--- config.mk ---
export PLATFORM = sky130hd
export DESIGN_NAME = multicycle_control
export DESIGN_NICKNAME = d
export VERILOG_FILES = /design/src/rtl/multicycle_control.sv
export SDC_FILE = /design/constraint.sdc
export NUM_CORES = 1
export LEC_CHECK = 0
export CAP_MARGIN = 20
export CORE_MARGIN = 2
export CORE_UTILIZATION = 42
export DETAILED_ROUTE_END_ITERATION = 10
export PLACE_DENSITY = 0.84
export SLEW_MARGIN = 25
export SYNTH_ARGS = -nofsm -noshare
export SYNTH_HDL_FRONTEND = slang
export SYNTH_SLANG_ARGS = --single-unit
--- constraint.sdc ---
create_clock -name clk -period 3.35 [get_ports clk]
set_input_delay 0.67 -clock clk [delete_from_list [all_inputs] [get_ports clk]]
set_output_delay 0.67 -clock clk [all_outputs]
set_load 0.05 [all_outputs]
--- src/rtl/multicycle_control.sv ---
// Main control FSM for the multicycle MIPS datapath: sequences fetch/decode/execute/
// memory/writeback and decodes every datapath enable and mux select from the state.
module multicycle_control (
  input  logic       clk,
  input  logic       rst,
  input  logic [5:0] opcode,
  input  logic       zero,
  input  logic       mem_ready,
  output logic       pcwrite,
  output logic       pcwritecond,
  output logic       iord,
  output logic       memread,
  output logic       memwrite,
  output logic       irwrite,
  output logic       memtoreg,
  output logic       regdst,
  output logic       regwrite,
  output logic       alusrca,
  output logic [1:0] alusrcb,
  output logic [1:0] pcsrc,
  output logic [1:0] aluop,
  output logic       illegal_op,
  output logic       retire,
  output logic [3:0] state
);

  localparam logic [3:0] FETCH   = 4'd0;
  localparam logic [3:0] DECODE  = 4'd1;
  localparam logic [3:0] MEMADR  = 4'd2;
  localparam logic [3:0] MEMRD   = 4'd3;
  localparam logic [3:0] MEMWB   = 4'd4;
  localparam logic [3:0] MEMWR   = 4'd5;
  localparam logic [3:0] RTYPEEX = 4'd6;
  localparam logic [3:0] RTYPEWB = 4'd7;
  localparam logic [3:0] BEQEX   = 4'd8;
  localparam logic [3:0] ADDIEX  = 4'd9;
  localparam logic [3:0] ADDIWB  = 4'd10;
  localparam logic [3:0] JEX     = 4'd11;

  localparam logic [5:0] OP_R    = 6'h00;
  localparam logic [5:0] OP_LW   = 6'h23;
  localparam logic [5:0] OP_SW   = 6'h2B;
  localparam logic [5:0] OP_BEQ  = 6'h04;
  localparam logic [5:0] OP_J    = 6'h02;
  localparam logic [5:0] OP_ADDI = 6'h08;

  logic [3:0] next_state;

  // The branch decision is made in the datapath by gating pcwritecond with zero.
  logic unused_zero;
  assign unused_zero = zero;

  always_ff @(posedge clk) begin
    if (rst) state <= FETCH;
    else     state <= next_state;
  end

  always_comb begin
    next_state = FETCH;
    case (state)
      FETCH:   next_state = mem_ready ? DECODE : FETCH;
      DECODE: begin
        case (opcode)
          OP_LW, OP_SW: next_state = MEMADR;
          OP_R:         next_state = RTYPEEX;
          OP_BEQ:       next_state = BEQEX;
          OP_ADDI:      next_state = ADDIEX;
          OP_J:         next_state = JEX;
          default:      next_state = FETCH;
        endcase
      end
      MEMADR: begin
        if (opcode == OP_LW)      next_state = MEMRD;
        else if (opcode == OP_SW) next_state = MEMWR;
        else                      next_state = FETCH;
      end
      MEMRD:   next_state = mem_ready ? MEMWB : MEMRD;
      MEMWR:   next_state = mem_ready ? FETCH : MEMWR;
      RTYPEEX: next_state = RTYPEWB;
      ADDIEX:  next_state = ADDIWB;
      default: next_state = FETCH;
    endcase
  end

  always_comb begin
    pcwrite     = 1'b0;
    pcwritecond = 1'b0;
    iord        = 1'b0;
    memread     = 1'b0;
    memwrite    = 1'b0;
    irwrite     = 1'b0;
    memtoreg    = 1'b0;
    regdst      = 1'b0;
    regwrite    = 1'b0;
    alusrca     = 1'b0;
    alusrcb     = 2'b00;
    pcsrc       = 2'b00;
    aluop       = 2'b00;
    illegal_op  = 1'b0;
    retire      = 1'b0;
    case (state)
      FETCH: begin
        memread = 1'b1;
        alusrcb = 2'b01;
        irwrite = mem_ready;
        pcwrite = mem_ready;
      end
      DECODE: begin
        alusrcb = 2'b11;
        case (opcode)
          OP_LW, OP_SW, OP_R, OP_BEQ, OP_ADDI, OP_J: illegal_op = 1'b0;
          default:                                   illegal_op = 1'b1;
        endcase
      end
      MEMADR: begin
        alusrca = 1'b1;
        alusrcb = 2'b10;
      end
      MEMRD: begin
        memread = 1'b1;
        iord    = 1'b1;
      end
      MEMWB: begin
        regwrite = 1'b1;
        memtoreg = 1'b1;
        retire   = 1'b1;
      end
      MEMWR: begin
        memwrite = 1'b1;
        iord     = 1'b1;
        retire   = mem_ready;
      end
      RTYPEEX: begin
        alusrca = 1'b1;
        aluop   = 2'b10;
      end
      RTYPEWB: begin
        regwrite = 1'b1;
        regdst   = 1'b1;
        retire   = 1'b1;
      end
      BEQEX: begin
        alusrca     = 1'b1;
        aluop       = 2'b01;
        pcwritecond = 1'b1;
        pcsrc       = 2'b01;
        retire      = 1'b1;
      end
      ADDIEX: begin
        alusrca = 1'b1;
        alusrcb = 2'b10;
        aluop   = 2'b11;
      end
      ADDIWB: begin
        regwrite = 1'b1;
        retire   = 1'b1;
      end
      JEX: begin
        pcwrite = 1'b1;
        pcsrc   = 2'b10;
        retire  = 1'b1;
      end
      default: ;
    endcase
    // Reset masks every request and write enable so an aborted instruction has no effect.
    if (rst) begin
      pcwrite     = 1'b0;
      pcwritecond = 1'b0;
      iord        = 1'b0;
      memread     = 1'b0;
      memwrite    = 1'b0;
      irwrite     = 1'b0;
      memtoreg    = 1'b0;
      regdst      = 1'b0;
      regwrite    = 1'b0;
      alusrca     = 1'b0;
      alusrcb     = 2'b00;
      pcsrc       = 2'b00;
      aluop       = 2'b00;
      illegal_op  = 1'b0;
      retire      = 1'b0;
    end
  end

endmodule
# [Yosys cells after proc, flatten, opt, wreduce, memory -nomap -nowiden]
# Index checks and enable logic that the tools add are counted.
[totals] register_bits=4 output_inout_bits=22 input_bits=10
[op_classes] reduce_logical=10 mux=38 eq_ne=16
[op_table] op="4-bit case mux with 7 select lines" n=1
[op_table] op="1-bit 2-to-1 mux" n=24
[op_table] op="4-bit case mux with 5 select lines" n=1
[op_table] op="4-bit by 3-bit equality test with 1-bit output (second input constant)" n=4
[op_table] op="4-bit equality test (second input constant)" n=4
[op_table] op="6-bit equality test (second input constant)" n=2
[op_table] op="3-bit 2-to-1 mux" n=4
[op_table] op="2-bit case mux with 3 select lines" n=2
[op_table] op="4-bit by 2-bit equality test with 1-bit output (second input constant)" n=2
[op_table] op="2-bit OR reduction" n=4
[op_table] op="6-bit by 2-bit equality test with 1-bit output (second input constant)" n=1
[op_table] op="6-bit by 3-bit equality test with 1-bit output (second input constant)" n=1
[op_table] op="6-bit by 4-bit equality test with 1-bit output (second input constant)" n=1
[op_table] op="6-bit logical NOT" n=1
[op_table] op="2-bit 2-to-1 mux" n=3
[op_table] op="6-bit OR reduction" n=1
[op_table] op="5-bit OR reduction" n=1
[op_table] op="4-bit by 1-bit equality test with 1-bit output (second input constant)" n=1
[op_table] op="4-bit logical NOT" n=1
[op_table] op="1-bit case mux with 2 select lines" n=2
[op_table] op="2-bit case mux with 2 select lines" n=1
[op_table] op="4-bit OR reduction" n=1
[op_table] op="3-bit OR reduction" n=1

# [Logic depth before layout (Yosys ltp)]
[logic_depth] ltp_word=5 depth_mapped=5 ltp_nobuf=4

# [Worst setup path after synthesis]
# No wires, ideal clock.
[synth_path] kind="input to output" from="input rst" to="output pcsrc[0]" slack_ps=-362 arrival_time_ps=3042 cell_stages=4 n_path_buf=3 required_ps=2680 path_cell_list="clkbuf_1 clkbuf_1 nor4_1 buf_4"
[synth_via] elab_chain_cells=1
[synth_rtl] element="from (decl)" line_no="5" rtl="input logic rst,"
[synth_rtl] element="2-bit 2-to-1 mux" line_no="166" rtl="if (rst) begin"
[synth_rtl] element="to (decl)" line_no="20" rtl="output logic [1:0] pcsrc,"
# Every way passes these cells.

# [Worst setup path after layout]
[layout_path] from="input rst" to="output pcsrc[1]"
# Same word-level chain as after synthesis.

==> impl_results.md <==
- Sequential cell area: 80.1 µm²
- Synth top area share: 12.9%
- IO Port Bufs: 30
- Initial DRC count: 16
- Largest net degree at the start of global routing: 23
- Distinct cells, synth: 38
- CTS Hold Buffers Added: 0
- Post-Route Setup TNS: 0 ps
- Leak Pwr: 0.338 nW
- Largest Register: state
- Total GRT Usage: 22.3%
- PD cells: 218 nW/µm²
- Post-synthesis sequential area ratio: 12.9%
- Power Total: 0.211 mW
- Post-synth net total: 99
- Outcome: finished clean
- Routed Antenna Nets: 0
- CTS tree: yes
- Row Count: 13
- Critical Path Source Type: primary input
- Crit-path max FO: 10
- VDD IR max: 0.119 mV
- Setup Skew: 1.31 ps
- Largest registers: state x4
- Worst Hold Class: flip-flop to flip-flop
- Worst-margin pin slew: 582 ps
- CTS sink cnt: 4
- Final setup vio count: 0
- Max Fclk: 356 MHz
- Initial Util: 46.1%
- CTS clk-pin slew, worst paths: 40 ps
- Largest register FFs: 4
- Worst-Skew Late Latency: 230 ps
- Number of flops mapped to enable cells by yosys: 0
- Detailed Routing Iterations Pass 1: 4
- Max-cap viol count: 0
- CTS Buf Count: 3
- Average size of a mapped cell: 6.99 µm²
- Setup CP Type: primary input to output port
- Placer congestion estimate: 0.884
- Area contributors post-synth: dfxtp_1 (13%), nor4b_1 (7.0%), nor3_1 (6.4%)
- Final WL: 1860 µm
- RSZ-0062 raised after global routing: false
- Commonest non-fill, non-tap cell in the layout: buf_4
- Slew HR: 61.2%
- Most used DFF post-synth: dfxtp_1
- Fillers: 114
- Die Height: 42.5 µm
- Most frequent cells in the layout: buf_4 (15), clkdlybuf4s50_1 (12), nor2_1 (9)
- Crit. End Element: output port
- Detail Placement HPWL: 1350 µm
- Tcrit/Tclk final: 84.0%
- Antenna Cells: 0
- Clk buf depth: 2
- Wire per inst: 14.2 µm
- Initial antenna violation count: 0
- YS warnings: 0
- Fin. Hold Viols: 0
- PostCTS Resize Cnt: 0
- Flops & latches, synth: 4
- Die Width: 42.5 µm
- Final Cell Area: 971 µm²
- Max Slew Vio Count: 0
- Layout cells sized above 1: 25.0%
- DR vias: 814
- CTS H-Tree Depth: 1
- Root Driver: clkbuf_4
- Vias/cell: 6.21
- Core area: 1350 µm²
- CP arrival: 2140 ps
- Mapped Cells: 89
- Data required time of the worst path: 2680 ps
- DIE AREA: 1800 µm²
- Gr ovfl total: 0
- # Post-CTS Setup Buffers: 0
- First-pass GRT wire length: 3070 µm
- Post-layout min period: 2810 ps
- Nets@finish: 128
- Post-synth top area cell: dfxtp_1
- # IOs: 32
- Vias in the first global route: 704
- DRC errors left: 0
- Area Overhead vs Synth: 56.1%
- Multi-input gate area: 513 µm²
- Area after DPL: 948 µm²
- Mapped Area: 622 µm²
- Async S/R FF share, synth: 0%
area by class of cell:
class | count | share of cell area (%)
Inverter | 1 | 0.387
Timing Repair Buffer | 32 | 34.3
Clock buffer | 3 | 2.32
Multi-Input combinational cell | 76 | 52.8
Tap cell | 15 | 1.93
Sequential cell | 4 | 8.25
Yosys cell counts (all sizes together) (2+ instances only):
master,instances
nand2,3
nor2b,5
buf,4
o31ai,2
nor4b,5
or3,3
clkbuf,4
nor2,10
o22a,2
nand2b,5
or4,2
o21ai,4
nor4,5
dfxtp,4
nor3,8
a21oi,4
xnor2,2
o211ai,2
per-stage QoR:
stage / util (%) / setup slack [ps] / std cells / hold slack [ps]
after global placement: 70.3 / 600 / 128 / 733
after floorplan: - / 102 / 89 / 777
final: 71.9 / 538 / 131 / 753
after global routing: 71.9 / 465 / 131 / 800
after CTS: 71.9 / 553 / 131 / 743
after detailed placement: 70.3 / 559 / 128 / 745
routing by layer:
layer | vias up | track usage, % | share of wire, %
li1 | 397 | - | -
met3 | 4 | 4.74 | 8.2
met1 | 365 | 23.8 | 41
met4 | 0 | 15.0 | 1.7
met2 | 48 | 38.5 | 49
met5 | - | 0 | 0
kinds of logic after synthesis:
family                 synth area share [%]
multiplexers                           1.61
flip-flops                             12.9
AND/OR/NAND/NOR                        49.3
XOR/XNOR                               4.23
AO/OA/AOI/OAI                          25.4
buffers and inverters                  6.64
critical path, cell delays in order:
cell,delay [ps]
clkdlybuf4s50_1,610
buf_4,280
nand3b_1,180
nor2_1,230
buf_12,170
path summary, 6_finish.rpt:
kind              slack [ps]  endpoint     start  cells past startpoint
setup / recovery         540  pcsrc[1]       rst                      5
hold / removal           750  state[3]  state[1]                      2
hold reg to reg          750  state[3]  state[1]                      2
setup reg to reg        1690  state[2]  state[0]                      4
where the power goes:
part,internal [mW],switching [mW]
sequential,0.0493,0.00624
combinational,0.0409,0.0543
clock,0.0401,0.0205
total,0.130,0.0810
Power figures use the tool's default switching activity.
